==> src/rtl/card_pkg.sv <==
// Shared constants, FSM encoding and helpers for the card dealer.
// FACE_AS_TEN_EN: when defined, face cards are reported with value 10.
package card_pkg;

    localparam int RANK_MIN       = 1;
    localparam int RANK_MAX       = 13;
    localparam int CARDS_PER_RANK = 4;
    localparam int DECK_SIZE      = 52;

    localparam logic [15:0] LFSR_TAPS    = 16'hB400;
    localparam logic [15:0] LFSR_DEFAULT = 16'hACE1;

    typedef enum logic [1:0] {
        ST_IDLE,
        ST_DRAW,
        ST_SCAN,
        ST_EMIT
    } state_t;

    function automatic logic [15:0] lfsr_step(input logic [15:0] s);
        logic [15:0] n;
        n = s >> 1;
        if (s[0]) begin
            n = n ^ LFSR_TAPS;
        end
        return n;
    endfunction

    // Candidate rank is the low nibble of the state after one step.
    function automatic logic [3:0] next_cand(input logic [15:0] s);
        logic [15:0] n;
        n = lfsr_step(s);
        return n[3:0];
    endfunction

    function automatic logic [3:0] rank_to_value(input logic [3:0] rank);
`ifdef FACE_AS_TEN_EN
        return (rank > 4'd10) ? 4'd10 : rank;
`else
        return rank;
`endif
    endfunction

endpackage

==> src/rtl/card_lfsr.sv <==
// 16-bit Galois LFSR with seed load; a zero load value falls back
// to the default state so the register can never lock up.
module card_lfsr
    import card_pkg::*;
#(
    parameter int LFSR_W = 16
) (
    input  logic              clk_50M,
    input  logic              i_RstCounter,
    input  logic              i_Step,
    input  logic              i_Load,
    input  logic [LFSR_W-1:0] i_LoadVal,
    output logic [LFSR_W-1:0] o_State
);

    logic [LFSR_W-1:0] r_State;

    always_ff @(posedge clk_50M or posedge i_RstCounter) begin
        if (i_RstCounter) begin
            r_State <= LFSR_DEFAULT;
        end else if (i_Load) begin
            if (i_LoadVal == '0) begin
                r_State <= LFSR_DEFAULT;
            end else begin
                r_State <= i_LoadVal;
            end
        end else if (i_Step) begin
            r_State <= lfsr_step(r_State);
        end
    end

    assign o_State = r_State;

endmodule

==> src/rtl/card_dealer.sv <==
// Deals cards without replacement from a 52-card deck using an LFSR
// with a bounded linear-scan fallback. Optional: FACE_AS_TEN_EN.
module card_dealer
    import card_pkg::*;
#(
    parameter int WIDTH     = 12,
    parameter int LFSR_W    = 16,
    parameter int MAX_TRIES = 32
) (
    input  logic             clk_50M,
    input  logic             i_RstCounter,
    input  logic [WIDTH-1:0] i_Seed,
    input  logic             i_LoadSeed,
    input  logic             i_Shuffle,
    input  logic             i_DealReq,
    output logic [3:0]       o_Card,
    output logic             o_CardValid,
    output logic             o_Busy,
    output logic             o_DeckEmpty,
    output logic [5:0]       o_CardsLeft
);

    localparam int TRY_W = $clog2(MAX_TRIES + 1);

    state_t            r_State;
    state_t            w_StateNext;
    logic [LFSR_W-1:0] w_LfsrState;
    logic [LFSR_W-1:0] w_SeedVal;
    logic [3:0]        w_Cand;
    logic [3:0]        w_ScanStartIdx;
    logic [15:0]       w_CountNz;

    logic [2:0]        r_Count [1:13];
    logic [TRY_W-1:0]  r_Tries;
    logic [3:0]        r_ScanIdx;
    logic [3:0]        r_Rank;
    logic [3:0]        r_Card;
    logic              r_CardValid;
    logic              r_Busy;
    logic              r_DeckEmpty;
    logic [5:0]        r_CardsLeft;

    logic              w_Step;
    logic              w_Load;
    logic              w_Shuffle;
    logic              w_Start;
    logic              w_Take;
    logic [3:0]        w_TakeRank;
    logic              w_TryInc;
    logic              w_ScanStart;
    logic              w_ScanAdv;

    always_comb begin
        w_SeedVal = '0;
        w_SeedVal[WIDTH-1:0] = i_Seed;
        w_SeedVal = w_SeedVal ^ LFSR_DEFAULT;
    end

    card_lfsr #(
        .LFSR_W (LFSR_W)
    ) u_lfsr (
        .clk_50M      (clk_50M),
        .i_RstCounter (i_RstCounter),
        .i_Step       (w_Step),
        .i_Load       (w_Load),
        .i_LoadVal    (w_SeedVal),
        .o_State      (w_LfsrState)
    );

    assign w_Cand = next_cand(w_LfsrState);

    // (r mod 13) + 1 for a 4-bit r
    assign w_ScanStartIdx = (w_Cand >= 4'd13) ? (w_Cand - 4'd12)
                                              : (w_Cand + 4'd1);

    // Non-empty flags indexed by raw nibble; 0, 14, 15 are never valid.
    always_comb begin
        w_CountNz = '0;
        for (int i = RANK_MIN; i <= RANK_MAX; i++) begin
            w_CountNz[i] = (r_Count[i] != 3'd0);
        end
    end

    always_ff @(posedge clk_50M or posedge i_RstCounter) begin
        if (i_RstCounter) begin
            r_State <= ST_IDLE;
        end else begin
            r_State <= w_StateNext;
        end
    end

    always_comb begin
        w_StateNext = r_State;
        w_Step      = 1'b0;
        w_Load      = 1'b0;
        w_Shuffle   = 1'b0;
        w_Start     = 1'b0;
        w_Take      = 1'b0;
        w_TakeRank  = 4'd0;
        w_TryInc    = 1'b0;
        w_ScanStart = 1'b0;
        w_ScanAdv   = 1'b0;
        unique case (r_State)
            ST_IDLE: begin
                if (i_Shuffle) begin
                    w_Shuffle = 1'b1;
                end else if (i_LoadSeed) begin
                    w_Load = 1'b1;
                end else if (i_DealReq && !r_DeckEmpty) begin
                    w_Start     = 1'b1;
                    w_StateNext = ST_DRAW;
                end
            end
            ST_DRAW: begin
                w_Step = 1'b1;
                if (w_CountNz[w_Cand]) begin
                    w_Take      = 1'b1;
                    w_TakeRank  = w_Cand;
                    w_StateNext = ST_EMIT;
                end else if (r_Tries == TRY_W'(MAX_TRIES - 1)) begin
                    w_ScanStart = 1'b1;
                    w_StateNext = ST_SCAN;
                end else begin
                    w_TryInc = 1'b1;
                end
            end
            ST_SCAN: begin
                if (w_CountNz[r_ScanIdx]) begin
                    w_Take      = 1'b1;
                    w_TakeRank  = r_ScanIdx;
                    w_StateNext = ST_EMIT;
                end else begin
                    w_ScanAdv = 1'b1;
                end
            end
            ST_EMIT: begin
                w_StateNext = ST_IDLE;
            end
            default: begin
                w_StateNext = ST_IDLE;
            end
        endcase
    end

    always_ff @(posedge clk_50M or posedge i_RstCounter) begin
        if (i_RstCounter) begin
            for (int i = RANK_MIN; i <= RANK_MAX; i++) begin
                r_Count[i] <= 3'(CARDS_PER_RANK);
            end
        end else begin
            for (int i = RANK_MIN; i <= RANK_MAX; i++) begin
                if (w_Shuffle) begin
                    r_Count[i] <= 3'(CARDS_PER_RANK);
                end else if (w_Take && (w_TakeRank == 4'(i))) begin
                    r_Count[i] <= r_Count[i] - 3'd1;
                end
            end
        end
    end

    always_ff @(posedge clk_50M or posedge i_RstCounter) begin
        if (i_RstCounter) begin
            r_Tries   <= '0;
            r_ScanIdx <= 4'd1;
            r_Rank    <= 4'd0;
        end else begin
            if (w_Start) begin
                r_Tries <= '0;
            end else if (w_TryInc) begin
                r_Tries <= r_Tries + 1'b1;
            end
            if (w_ScanStart) begin
                r_ScanIdx <= w_ScanStartIdx;
            end else if (w_ScanAdv) begin
                r_ScanIdx <= (r_ScanIdx == 4'd13) ? 4'd1
                                                  : (r_ScanIdx + 4'd1);
            end
            if (w_Take) begin
                r_Rank <= w_TakeRank;
            end
        end
    end

    always_ff @(posedge clk_50M or posedge i_RstCounter) begin
        if (i_RstCounter) begin
            r_Card      <= 4'd0;
            r_CardValid <= 1'b0;
            r_Busy      <= 1'b0;
            r_DeckEmpty <= 1'b0;
            r_CardsLeft <= 6'(DECK_SIZE);
        end else begin
            r_CardValid <= 1'b0;
            if (w_Start) begin
                r_Busy <= 1'b1;
            end
            if (w_Shuffle) begin
                r_CardsLeft <= 6'(DECK_SIZE);
                r_DeckEmpty <= 1'b0;
            end
            if (r_State == ST_EMIT) begin
                r_Card      <= rank_to_value(r_Rank);
                r_CardValid <= 1'b1;
                r_Busy      <= 1'b0;
                r_CardsLeft <= r_CardsLeft - 6'd1;
                r_DeckEmpty <= (r_CardsLeft == 6'd1);
            end
        end
    end

    assign o_Card      = r_Card;
    assign o_CardValid = r_CardValid;
    assign o_Busy      = r_Busy;
    assign o_DeckEmpty = r_DeckEmpty;
    assign o_CardsLeft = r_CardsLeft;

endmodule

==> config.mk <==
export PLATFORM = sky130hd
export DESIGN_NAME = card_dealer
export DESIGN_NICKNAME = d
export VERILOG_FILES = /design/src/rtl/card_pkg.sv /design/src/rtl/card_lfsr.sv /design/src/rtl/card_dealer.sv
export SDC_FILE = /design/constraint.sdc
export NUM_CORES = 1
export LEC_CHECK = 0
export CAP_MARGIN = 10
export CORE_MARGIN = 4
export CORE_UTILIZATION = 25
export CTS_CLUSTER_SIZE = 14
export DETAILED_ROUTE_END_ITERATION = 7
export SLEW_MARGIN = 20
export SYNTH_ARGS = -nofsm -noshare
export SYNTH_HDL_FRONTEND = slang
export SYNTH_SLANG_ARGS = --single-unit
export TNS_END_PERCENT = 30
==> constraint.sdc <==
create_clock -name clk_50M -period 8.5 [get_ports clk_50M]
set_input_delay 1.7 -clock clk_50M [delete_from_list [all_inputs] [get_ports clk_50M]]
set_output_delay 1.7 -clock clk_50M [all_outputs]
set_load 0.01 [all_outputs]
==> impl_metrics.tcl <==
set metrics [dict create \
    cp_common_cell "inv_1" \
    syn_area_um2 5192 \
    arrival_ns 3.73 \
    reg2regPathDepth 8 \
    syn_avg_cell_area_um2 9.458 \
    cp_cell_sequence "inv_1 -> ha_1 -> inv_1 -> a31oi_1 -> nand3_1 -> a211oi_2 -> nand2_1 -> a211oi_1" \
    io_pins 30 \
    layout_commonest_cell "dfrtp_1" \
    via_per_inst 4.823 \
    drc 0 \
    synth.distinct_cells 67 \
    final_cell_mix "dfrtp_1, inv_1, o21ai_0, ha_1, a21oi_1" \
    cp_top_family "compound AO/OA/AOI/OAI gates" \
    startpoint_type "flop" \
    async_flop_share 1.000 \
    cp.buffers_inverters 2 \
    dp.cells 825 \
    drt-initial-drc-count 260 \
    antennaDiodeCount 0 \
    grtUsageMet1 0.1557 \
    min-delay-start "r_Rank[1]$_DFFE_PP0P_" \
    cts_buffers 9 \
    critPathKind "flop to flop" \
    grt_max_degree 52 \
    wire_per_inst_um 14.57 \
    overflow 0 \
    maxSlewViolCount 0 \
    synth_ff_type "dfrtp_1" \
    final_layout_size_suffix_gt1_frac 0.1296 \
    synth_cells 549 \
    critPathMaxFanout 23 \
    final_nets 620 \
    clk_pin_slew_worst_paths_ns 0.06 \
    finalSetupViolations 0 \
    grt_use_total 0.1071 \
    clk_latency_ns 0.35 \
    die_area_um2 23140 \
    cts_sinks 84 \
    grt_first_pass_wirelength_mm 20.40 \
    min_period_ns 3.469 \
    crit_path_top_delay_cell "a211oi_2" \
    drt_pre_antenna_iters 5 \
    io_buffers 29 \
    holdBufCountCts 0 \
    met3_usage 0.02190 \
    start_util 0.2558 \
    clock-root-buffer "clkbuf_16" \
    grt-busiest-layer "met2" \
    cp-endpoint "r_Count[1]$_DFFE_PP0P_" \
    total_leakage_power_nw 2.457 \
    antenna_left 0 \
    p_per_area_nw_per_um2 372.8 \
    areaGrowthSynthToFinish_pct 16.22 \
    ys_seq_area_frac 0.4108 \
    htree_num_levels 3 \
    yosysWarnings 0 \
    critical_path.startpoint "r_State[1]$_DFFE_PP0P_" \
    cts-resized-gates 0 \
    cpPeakStageDelay_ns 0.82 \
    post_cts_buffers 0 \
    rows 52 \
    rsz0062_at_grt "no" \
    die_w_um 152.1 \
    slew_headroom 0.3445 \
    clockBufferDepth 2 \
    tns_ns 0 \
    vias 4056 \
    maxCapViolCount 0 \
    whs_ns 0.4816 \
    routed_wl_mm 12.25 \
    status "completed" \
    timing.rr.end "r_Count[1]$_DFFE_PP0P_" \
    fin_skew_ns 0.007360 \
    r2r-start "r_State[1]$_DFFE_PP0P_" \
    ir_drop_mv 0.1355 \
    ff2ff_setup_slack_ns 5.03 \
    core_um2 20300 \
    hpwl_mm 8.623 \
    met2_usage 0.1594 \
    tritoncts "done" \
    worstMarginPinSlew_ns 0.9833 \
    ys_seq_elements 84 \
    post-route-period-util 0.4081 \
    cp-end-kind "flop" \
    grt_pass1_vias 3805 \
    synth_edf_count 0 \
    antenna_found_initial 0 \
    fmax_ghz 0.2883 \
    cp.required_ns 8.76 \
    path_depth 8 \
    dieHeight_um 152.1 \
    synth_nets 603 \
    place_congestion 0.8651 \
    hold_class "flop to flop" \
    stdcell_count 841 \
    hold_viol 0 \
]
[cell type report]
class                      instances  area (um2)
timing repair buffer              32       312.8
clock inverter                     4       73.82
tap                              270       337.8
clock buffer                      12       236.5
sequential                        84        2133
fill                            2121       14260
multi-input combinational        393        2766
inverter                          46       173.9
[synth_stat cells, types with 8 or more instances]
cell / count / area, um2
dfrtp_1: 59 / 1476
and3_1: 8 / 50.05
a21oi_1: 33 / 165.2
mux2_2: 12 / 135.1
mux2i_1: 13 / 130.1
nand3_1: 20 / 100.1
nor2_1: 32 / 120.1
a31oi_1: 19 / 118.9
ha_1: 37 / 462.9
buf_2: 12 / 60.06
a211oi_1: 8 / 60.06
nand2_1: 30 / 112.6
nor3_1: 12 / 60.06
nand4_1: 11 / 68.82
o21ai_0: 37 / 185.2
dfstp_2: 25 / 656.9
inv_1: 46 / 172.7
clkbuf_1: 10 / 37.54
[state kept, by name, indices dropped and copies added (netlist names)]
| name | flops |
|---|---|
| r_Tries | 6 |
| r_Rank | 4 |
| o_DeckEmpty | 1 |
| o_CardValid | 1 |
| r_Count | 39 |
| r_State | 2 |
| r_ScanIdx | 4 |
| o_CardsLeft | 6 |
| o_Card | 4 |
| o_Busy | 1 |
| u_lfsr.o_State | 16 |
[per-layer routing]
layer  wire [um]  vias to the layer above
met3         437                       11
met5           0                        -
li1            -                     2015
met1        6138                     1956
met4         158                        0
met2        5519                       74
[worst min-delay path by stage]
stage                                       end  slack, ns  cells after the start
final                     r_Rank[1]$_DFFE_PP0P_       0.48                      2
after global routing      r_Rank[0]$_DFFE_PP0P_       0.51                      2
after CTS                 r_Rank[1]$_DFFE_PP0P_       0.49                      2
after detailed placement  r_Rank[1]$_DFFE_PP0P_       0.48                      2
after global placement    r_Rank[1]$_DFFE_PP0P_       0.47                      2
after floorplan           r_Rank[0]$_DFFE_PP0P_       0.44                      2
[logic make-up after synthesis]
logic type	count (synthesis)	synth area share
and+or+nand+nor	170	0.1834
adders and majority gates	37	0.08916
DFF	84	0.4108
xor gates and xnor gates	12	0.02024
muxes	25	0.05108
AOI/OAI and AO/OA	149	0.1889
buffers and inverters	72	0.05639
[tightest hold or removal path, delay by kind of cell (launching register included)]
family / cells / cell delay, ns
compound gates: 1 / 0.06
flops: 1 / 0.34
simple gates: 1 / 0.04
[report_power, final]
group,switching [mW],internal [mW],total [mW]
Combinational,0.631,0.442,1.07
Sequential,0.165,0.592,0.757
Clock,0.161,0.258,0.419
Total,0.957,1.29,2.25
[through the flow]
| stage | power, mW | util | setup slack (ns) | area (um2) |
|---|---|---|---|---|
| global placement | 1.817 | 0.2820 | 4.906 | 5724 |
| CTS | 2.267 | 0.2973 | 5.060 | 6035 |
| floorplan | 1.533 | - | 4.676 | 5192 |
| finish | 2.250 | 0.2973 | 5.031 | 6035 |
| global route | 2.437 | 0.2973 | 4.747 | 6035 |
| detailed placement | 1.835 | 0.2820 | 4.975 | 5724 |
No activity file was read; power rests on OpenSTA's default activity.
